==> src/rtl/prog_mem_loader_pkg.sv <==
// Shared types and constants for the loadable program memory: instruction fields,
// boot image and loader FSM states.
package prog_mem_loader_pkg;

   localparam int unsigned InstrWDefault = 16;
   localparam int unsigned OpcodeW       = 5;
   localparam int unsigned RegW          = 3;
   localparam int unsigned ImmW          = 8;

   typedef struct packed {
      logic [OpcodeW-1:0] opcode;
      logic [RegW-1:0]    rd;
      logic [ImmW-1:0]    imm;
   } instr_t;

   localparam instr_t BootWord0 = '{opcode: 5'b00101, rd: 3'd0, imm: 8'h10};
   localparam instr_t BootWord1 = '{opcode: 5'b00111, rd: 3'd1, imm: 8'h00};

   typedef enum logic [1:0] {
      StIdle,
      StLoad,
      StClear
   } loader_state_e;

   function automatic instr_t boot_word(int idx);
      case (idx)
         0:       boot_word = BootWord0;
         1:       boot_word = BootWord1;
         default: boot_word = '0;
      endcase
   endfunction

endpackage

==> src/rtl/prog_mem_loader_if.sv <==
// Fetch and load handshake bundle between the fetch stage / program loader and the memory.
interface prog_mem_loader_if #(
   parameter int unsigned INSTR_W = 16,
   parameter int unsigned ADDR_W  = 5
);
   logic               fetch_req;
   logic [ADDR_W-1:0]  fetch_addr;
   logic               fetch_valid;
   logic [INSTR_W-1:0] fetch_instr;
   logic               fetch_err;
   logic               load_start;
   logic               load_valid;
   logic [INSTR_W-1:0] load_data;
   logic               load_last;
   logic               load_ready;
   logic               busy;
   logic               load_done;
   logic [ADDR_W:0]    load_count;

   modport master (
      output fetch_req, fetch_addr, load_start, load_valid, load_data, load_last,
      input  fetch_valid, fetch_instr, fetch_err, load_ready, busy, load_done, load_count
   );

   modport slave (
      input  fetch_req, fetch_addr, load_start, load_valid, load_data, load_last,
      output fetch_valid, fetch_instr, fetch_err, load_ready, busy, load_done, load_count
   );
endinterface

==> src/rtl/prog_mem_loader_array.sv <==
// Program word array: resets to the boot image, one write port, one registered read port
// whose output holds when no read is issued.
module prog_mem_loader_array
   import prog_mem_loader_pkg::*;
#(
   parameter int unsigned INSTR_W = InstrWDefault,
   parameter int unsigned DEPTH   = 32,
   parameter int unsigned ADDR_W  = $clog2(DEPTH)
) (
   input  logic               clk,
   input  logic               rst_n,
   input  logic               we_i,
   input  logic [ADDR_W-1:0]  waddr_i,
   input  logic [INSTR_W-1:0] wdata_i,
   input  logic               re_i,
   input  logic [ADDR_W-1:0]  raddr_i,
   output logic [INSTR_W-1:0] rdata_o
);

   localparam logic [ADDR_W:0] DepthW = DEPTH[ADDR_W:0];

   logic [INSTR_W-1:0] mem_q [DEPTH];
   logic [INSTR_W-1:0] mem_d [DEPTH];
   logic [INSTR_W-1:0] rdata_q, rdata_d;
   logic               in_range;

   assign in_range = ({1'b0, raddr_i} < DepthW);

   always_comb begin
      mem_d = mem_q;
      if (we_i) mem_d[waddr_i] = wdata_i;
      rdata_d = rdata_q;
      // Out-of-range reads return a NOP rather than aliasing into the array.
      if (re_i) rdata_d = in_range ? mem_q[raddr_i] : '0;
   end

   always_ff @(posedge clk or negedge rst_n) begin
      if (!rst_n) begin
         for (int i = 0; i < DEPTH; i++) mem_q[i] <= INSTR_W'(boot_word(i));
         rdata_q <= '0;
      end else begin
         mem_q   <= mem_d;
         rdata_q <= rdata_d;
      end
   end

   assign rdata_o = rdata_q;

endmodule

==> src/rtl/prog_mem_loader.sv <==
// Loadable program memory: registered fetch port served only when idle, plus a streaming
// loader that rewrites the array from word 0 and zero-fills whatever the program leaves.
module prog_mem_loader
   import prog_mem_loader_pkg::*;
#(
   parameter int unsigned INSTR_W = InstrWDefault,
   parameter int unsigned DEPTH   = 32,
   parameter int unsigned ADDR_W  = $clog2(DEPTH)
) (
   input logic              clk,
   input logic              rst_n,
   prog_mem_loader_if.slave bus
);

   localparam logic [ADDR_W-1:0] LastAddr = ADDR_W'(DEPTH - 1);
   localparam logic [ADDR_W:0]   DepthW   = DEPTH[ADDR_W:0];

   loader_state_e      state_q, state_d;
   logic [ADDR_W-1:0]  ptr_q, ptr_d;
   logic [ADDR_W:0]    count_q, count_d;
   logic               done_q, done_d;
   logic               fetch_valid_q, fetch_valid_d;
   logic               fetch_err_q, fetch_err_d;
   logic               we;
   logic [INSTR_W-1:0] wdata;
   logic               fetch_fire;

   // A fetch in the same cycle as load_start still reads the pre-load contents.
   assign fetch_fire    = bus.fetch_req && (state_q == StIdle);
   assign fetch_valid_d = fetch_fire;
   assign fetch_err_d   = fetch_fire && ({1'b0, bus.fetch_addr} >= DepthW);

   always_comb begin
      state_d = state_q;
      ptr_d   = ptr_q;
      count_d = count_q;
      done_d  = 1'b0;
      we      = 1'b0;
      wdata   = '0;
      unique case (state_q)
         StIdle: begin
            if (bus.load_start) begin
               state_d = StLoad;
               ptr_d   = '0;
               count_d = '0;
            end
         end
         StLoad: begin
            if (bus.load_valid) begin
               we      = 1'b1;
               wdata   = bus.load_data;
               ptr_d   = ptr_q + 1'b1;
               count_d = count_q + 1'b1;
               if (bus.load_last || (ptr_q == LastAddr)) begin
                  if (ptr_q != LastAddr) begin
                     state_d = StClear;
                  end else begin
                     state_d = StIdle;
                     done_d  = 1'b1;
                  end
               end
            end
         end
         StClear: begin
            we    = 1'b1;
            ptr_d = ptr_q + 1'b1;
            if (ptr_q == LastAddr) begin
               state_d = StIdle;
               done_d  = 1'b1;
            end
         end
         default: state_d = StIdle;
      endcase
   end

   always_ff @(posedge clk or negedge rst_n) begin
      if (!rst_n) begin
         state_q       <= StIdle;
         ptr_q         <= '0;
         count_q       <= '0;
         done_q        <= 1'b0;
         fetch_valid_q <= 1'b0;
         fetch_err_q   <= 1'b0;
      end else begin
         state_q       <= state_d;
         ptr_q         <= ptr_d;
         count_q       <= count_d;
         done_q        <= done_d;
         fetch_valid_q <= fetch_valid_d;
         fetch_err_q   <= fetch_err_d;
      end
   end

   prog_mem_loader_array #(
      .INSTR_W(INSTR_W),
      .DEPTH  (DEPTH),
      .ADDR_W (ADDR_W)
   ) u_array (
      .clk    (clk),
      .rst_n  (rst_n),
      .we_i   (we),
      .waddr_i(ptr_q),
      .wdata_i(wdata),
      .re_i   (fetch_fire),
      .raddr_i(bus.fetch_addr),
      .rdata_o(bus.fetch_instr)
   );

   assign bus.fetch_valid = fetch_valid_q;
   assign bus.fetch_err   = fetch_err_q;
   assign bus.load_ready  = (state_q == StLoad);
   assign bus.busy        = (state_q != StIdle);
   assign bus.load_done   = done_q;
   assign bus.load_count  = count_q;

endmodule

==> src/flat_wrapper.sv <==
// flat-port wrapper written by rule: the top's interface ports become plain ports
module prog_mem_loader_flat import prog_mem_loader_pkg::*;
#(
   parameter int unsigned INSTR_W = InstrWDefault,
   parameter int unsigned DEPTH   = 32,
   parameter int unsigned ADDR_W  = $clog2(DEPTH)
)
  (clk, rst_n, bus_fetch_req, bus_fetch_addr, bus_load_start, bus_load_valid, bus_load_data, bus_load_last, bus_fetch_valid, bus_fetch_instr, bus_fetch_err, bus_load_ready, bus_busy, bus_load_done, bus_load_count);
  prog_mem_loader_if #(.INSTR_W(INSTR_W), .ADDR_W(ADDR_W)) bus_i ();
  input logic clk;
  input logic rst_n;
  input wire logic [$bits(bus_i.fetch_req)-1:0] bus_fetch_req;
  input wire logic [$bits(bus_i.fetch_addr)-1:0] bus_fetch_addr;
  input wire logic [$bits(bus_i.load_start)-1:0] bus_load_start;
  input wire logic [$bits(bus_i.load_valid)-1:0] bus_load_valid;
  input wire logic [$bits(bus_i.load_data)-1:0] bus_load_data;
  input wire logic [$bits(bus_i.load_last)-1:0] bus_load_last;
  output wire logic [$bits(bus_i.fetch_valid)-1:0] bus_fetch_valid;
  output wire logic [$bits(bus_i.fetch_instr)-1:0] bus_fetch_instr;
  output wire logic [$bits(bus_i.fetch_err)-1:0] bus_fetch_err;
  output wire logic [$bits(bus_i.load_ready)-1:0] bus_load_ready;
  output wire logic [$bits(bus_i.busy)-1:0] bus_busy;
  output wire logic [$bits(bus_i.load_done)-1:0] bus_load_done;
  output wire logic [$bits(bus_i.load_count)-1:0] bus_load_count;
  assign bus_i.fetch_req = bus_fetch_req;
  assign bus_i.fetch_addr = bus_fetch_addr;
  assign bus_i.load_start = bus_load_start;
  assign bus_i.load_valid = bus_load_valid;
  assign bus_i.load_data = bus_load_data;
  assign bus_i.load_last = bus_load_last;
  assign bus_fetch_valid = bus_i.fetch_valid;
  assign bus_fetch_instr = bus_i.fetch_instr;
  assign bus_fetch_err = bus_i.fetch_err;
  assign bus_load_ready = bus_i.load_ready;
  assign bus_busy = bus_i.busy;
  assign bus_load_done = bus_i.load_done;
  assign bus_load_count = bus_i.load_count;
  prog_mem_loader #(.INSTR_W(INSTR_W), .DEPTH(DEPTH), .ADDR_W(ADDR_W)) u_core (.clk(clk), .rst_n(rst_n), .bus(bus_i));
endmodule
==> config.mk <==
export PLATFORM = sky130hd
export DESIGN_NAME = prog_mem_loader_flat
export DESIGN_NICKNAME = d
export VERILOG_FILES = /design/src/rtl/prog_mem_loader_pkg.sv /design/src/rtl/prog_mem_loader_if.sv /design/src/rtl/prog_mem_loader_array.sv /design/src/rtl/prog_mem_loader.sv /design/src/flat_wrapper.sv
export SDC_FILE = /design/constraint.sdc
export NUM_CORES = 1
export LEC_CHECK = 0
export CAP_MARGIN = 20
export CORE_MARGIN = 10
export CORE_UTILIZATION = 30
export DETAILED_ROUTE_END_ITERATION = 16
export SYNTH_ARGS = -nofsm -noshare
export SYNTH_HDL_FRONTEND = slang
export SYNTH_SLANG_ARGS = --single-unit
export TNS_END_PERCENT = 1
==> constraint.sdc <==
create_clock -name clk -period 2.1 [get_ports clk]
set_clock_uncertainty 0.2 [all_clocks]
set_input_delay 0.525 -clock clk [delete_from_list [all_inputs] [get_ports clk]]
set_output_delay 0.525 -clock clk [all_outputs]
set_load 0.005 [all_outputs]
* Yosys cells after proc, flatten, opt, wreduce, memory -nomap -nowiden
Index checks and enable logic that the tools add are counted.
Word-level totals: register bits 543, output and inout bits 27
Operators by class: add/subtract/negate cells 2, $lt $le $gt $ge 3, equal/unequal tests 8, mux-type cells 27, bitwise logic cells 2, reduce and logical (&&, ||, !) cells 10
Operators with widths (count):
- $bwmux 512 | 1
- $bmux 16 s5 | 1
- $demux 16 s5 | 1
- $mux 16 | 5
- $pmux 5 s3 | 1
- $ge 6x6->1 const B | 2
- $mux 6 | 2
- $not 5->6 | 2
- $pmux 6 s2 | 1
- $mux 2 | 5
- $mux 5 | 2
- $add 6x1->6 const B | 1
- $lt 6x1->1 const B | 1
- $pmux 2 s3 | 1
- $reduce_and 3->1 | 2
- $add 5x1->5 const B | 1
- $eq 5x5->1 const B | 1
- $mux 1 | 5
- $ne 5x5->1 const B | 1
- $ne 2x1->1 const B | 2
- $ne 2x2->1 const B | 2
- $pmux 1 s2 | 2
- $reduce_and 4->1 | 1
- $reduce_bool 2->1 | 2
- 6 further kinds | 7

* Longest topological paths before layout
word-level depth 6, depth in mapped cells 9, gate-level depth less buffers 7

* Modules after synthesis
A second synthesis with hierarchy kept.
Unflattened totals: cells, all modules 1846, area, all modules 25500.7 µm²
By module, submodules not included:
- prog_mem_loader_array | times used 1, cells each 1730, area each 24488.5 µm², sequential area each 13221.4 µm²
- prog_mem_loader | times used 1, cells each 116, area each 1012.2 µm², sequential area each 375.4 µm²

* Worst setup path before layout
OpenSTA, ideal clock, no wires.
kind input port to flip-flop, start point in bus_fetch_addr[0], end point reg u_core.u_array.rdata_q[8], in the netlist u_core.u_array.rdata_o[8], setup time 0.104 ns, arrival 1.842 ns, setup slack -0.046 ns, stages on the path 8, cells stage by stage buf_4 -> buf_12 -> buf_6 -> buf_8 -> mux2i_1 -> a221oi_1 -> o22ai_1 -> o41ai_2
Between the ends: longest elaborated chain between the ends 4
RTL lines:
- start, declared | line flat_wrapper.sv:13 | input wire logic [$bits(bus_i.fetch_addr)-1:0] bus_fetch_addr;
- $not 5->6 (not written as such) | line prog_mem_loader_array.sv:34 | if (re_i) rdata_d = in_range ? mem_q[raddr_i] : '0;
- $bmux 16 s5 | line prog_mem_loader_array.sv:34
- $mux 16 (not written as such) (2 in a row) | line prog_mem_loader_array.sv:34
- end signal, assigned | line prog_mem_loader_array.sv:43 | rdata_q <= rdata_d;
- end, declared | line prog_mem_loader_array.sv:24 | logic [INSTR_W-1:0] rdata_q, rdata_d;
No other way between the ends. The select of a mux whose other input is x is not followed. A chain may end at the register's enable or synchronous reset.

* Worst setup path in the final report
start point reg u_core.state_q[1], end point out bus_load_ready
Between the ends: longest elaborated chain between the ends 1
RTL lines:
- start, declared | line prog_mem_loader.sv:18 | loader_state_e state_q, state_d;
- start signal, assigned | line prog_mem_loader.sv:78 | state_q <= StIdle;
- start signal, assigned | line prog_mem_loader.sv:85 | state_q <= state_d;
- $eq 2x1->1 | line prog_mem_loader.sv:111 | assign bus.load_ready = (state_q == StLoad);
- end, declared | line flat_wrapper.sv:21 | output wire logic [$bits(bus_i.load_ready)-1:0] bus_load_ready;
No other way between the ends.

==> impl_metrics.tcl <==
set metrics [dict create \
    grt_start_max_net_pins 79 \
    routedWlPerCell_microns 20.12 \
    cp-end-kind "output pin" \
    firstDrtPassIters 6 \
    post-route-util 0.3791 \
    cts_buffer_depth 3 \
    core_sq_um 79260 \
    r2r_end "u_core.u_array.mem_q[402]" \
    worst_ep_required_time_ns 1.37 \
    r2r_setup_slack_ns -0.05 \
    antenna_found_initial 2 \
    nets 2585 \
    seqPwrFrac 0.442 \
    setup_viol 142 \
    grt_pass1_wl_microns 113600 \
    p_sw_frac 0.2911 \
    period_minus_slack_ns 2.271 \
    worst_slack_ns -0.1708 \
    clock_sinks 543 \
    synth_cell_types 45 \
    hold_path_class "in2async" \
    ios 54 \
    max-cap-violations 0 \
    yosysWarnings 0 \
    outcome "finished, violations left" \
    die_h_microns 303.3 \
    ir_drop_v 0.0005821 \
    pwr-share-clk 0.374 \
    finalHoldViolations 0 \
    cts_buffers 57 \
    grt_pass1_vias 17742 \
    clock_latency_ns 0.64 \
    critPathArrivalTime_ns 1.55 \
    die_w_microns 303.3 \
    syn_avg_cell_area_sq_um 10.10 \
    violations "negative setup slack" \
    ys_seq_elements 543 \
    ant_nets 0 \
    rsz0062_at_grt "yes" \
    start_util 0.3037 \
    startpoint_type "flop" \
    p_total_uw 27150 \
    vias 17820 \
    synthCells 2384 \
    synthesis.nets 2420 \
    synth.largest_area_cell "dfrtp_1" \
    worst-slew-pin-transition_ns 0.6276 \
    overflow 0 \
    syn_to_final_growth_pct 24.82 \
    holdWs_ns 0.1405 \
    path_max_fanout 2 \
    finalMaxSlewViolations 0 \
    track_usage 0.1597 \
    gp_congestion 0.8872 \
    r2r_cells 10 \
    ys_seq_area_frac 0.5648 \
    cts-root-buf "clkbuf_16" \
    finalCritPeriodShare 1.081 \
    synth_edf_count 0 \
    slew_headroom 0.5784 \
    p_sw_uw 7904 \
    synth_top_area_frac 0.5571 \
    synth_area_leaders "dfrtp_1, mux2i_1, o21ai_0" \
    crit_path_end "bus_load_ready" \
    hpwlAfterDp_microns 49820 \
    die_area_sq_um 91980 \
    placementRows 103 \
    fmaxAchievable_ghz 0.4404 \
    ys_async_sr_fraction 1.000 \
    timing.rr.start "u_core.state_q[1]" \
    cts_tree "yes" \
    p_per_area_nw_per_um2 903.6 \
    leakage_uw 0.01362 \
    syn_area_sq_um 24070 \
    setup.worst_path.start "u_core.state_q[1]" \
    path_clk_slew_ns 0.06 \
    p_int_uw 19250 \
    wl_microns 73290 \
    via_per_inst 4.893 \
    postLayoutCellArea_sq_um 30050 \
    ys.flop_type "dfrtp_1" \
    cts_max_level 2 \
    setup.worst_path.class "reg2out" \
    port-buffer-count 52 \
    dpl_cell_area_sq_um 27860 \
    drt_iter0_drc 1308 \
    power_frac_comb 0.184 \
    drive_gt1_frac 0.1748 \
    n_fill_cell 7832 \
    drcViolationCount 0 \
]
[sequential cells by signal, indices dropped and copies added (netlist names)]
name,count
u_core.u_array.rdata_o,16
u_core.bus.load_count,6
u_core.u_array.mem_q,512
u_core.ptr_q,5
u_core.state_q,2
u_core.bus.fetch_valid,1
u_core.bus.load_done,1
[cell usage after synthesis (all sizes together), types with 3 or more instances]
library cell and n:
a221oi 32, nor2b 4, o22ai 17, a22o 36, xor2 3, nor2 10
a21oi 33, dfstp 7, o21ai 516, mux2i 258, inv 8, ha 9
clkbuf 171, nand3 3, dfrtp 536, a22oi 64, nand2 586, nor3b 3
o41ai 16, buf 46, o211a 5
[layout by cell type (no fill, tap or decap), types with 11 or more instances in the layout]
cell type and instances:
a21oi_1 33, a221oi_1 25, a22o_1 36, a22oi_1 62, buf_12 84, buf_4 176
buf_6 11, clkbuf_1 12, clkbuf_16 58, clkbuf_8 13, clkdlybuf4s15_1 16, clkdlybuf4s50_1 22
dfrtp_1 520, dfrtp_2 16, mux2i_1 258, nand2_1 563, nand2_2 21, o21ai_0 442
o21ai_1 74, o22ai_1 17, o41ai_2 13
[stage by stage]
stage / cells / TNS [ns] / worst slack [ns]
after global placement: 3529 / -196.35 / -0.8731
after detailed placement: 3529 / -200.32 / -0.8626
after CTS: 3640 / -0.6221 / -0.2048
after global routing: 3641 / -34.23 / -0.2333
after floorplan: 2384 / -0.2771 / -0.02534
final: 3642 / -2.331 / -0.1708
[per-layer routing]
metal | vias up | routed length [microns] | share of wire | GRT usage
li1 | 8601 | - | - | -
met3 | 113 | 4686 | 0.064 | 0.03474
met1 | 8691 | 34160 | 0.47 | 0.2220
met4 | 0 | 2005 | 0.027 | 0.04998
met5 | - | 0 | 0 | 0
met2 | 415 | 32450 | 0.44 | 0.2452
[critical path: stages (launching register included)]
cell and delay [ns]:
dfrtp_1 0.36, inv_2 0.07, buf_6 0.12, ha_4 0.15, buf_6 0.11, buf_6 0.10
[what timing repair did]
action,4_1_cts,5_1_grt
setup endpoints to repair,485,524
hold endpoints to repair,218,0
hold buffers,1,0
gates resized for setup,119,27
pin swaps,1,1
buffers inserted,9,0
gates cloned,0,1
[cell type report]
class,count,area [sq um],share of cell area
inverter,8,30.03,0.0009993
antenna,1,2.502,0.00008328
multi-input combinational,1616,9573,0.3186
timing repair buffer,323,3654,0.1216
clock buffer,82,1650,0.05492
tap,1050,1314,0.04372
clock inverter,19,209.0,0.006954
sequential,543,13620,0.4532
[power groups by stage]
stage	Combinational, uW	Sequential (uW)	Clock [uW]
finish	5000	12000	10200
global placement	4770	12100	0
CTS	5010	12000	10400
detailed placement	4820	12100	0
floorplan	2320	11800	0
global route	5450	12100	10800
[worst min path at each step]
stage                     start                   endpoint  slack [ns]
final                     rst_n  u_core.u_array.mem_q[385]        0.14
after global routing      rst_n  u_core.u_array.mem_q[385]        0.16
after CTS                 rst_n  u_core.u_array.mem_q[385]        0.12
after detailed placement  rst_n  u_core.u_array.mem_q[393]        0.21
after global placement    rst_n  u_core.u_array.mem_q[393]        0.21
after floorplan           rst_n     u_core.bus.fetch_valid        0.03
[cell families (layout without fill, tap and decap cells)]
kind of cell,after synthesis,count (layout),share of synthesized area
AO/OA/AOI/OAI,723,723,0.1785
XOR/XNOR,4,4,0.001455
adder cells (fa/ha/maj),9,9,0.004678
buffers and inverters,225,432,0.04340
flip-flops,543,543,0.5648
multiplexers,259,259,0.1077
other,1,2,0.0001558
AND/OR/NAND/NOR,620,620,0.09932
Power figures use the tool's default switching activity.
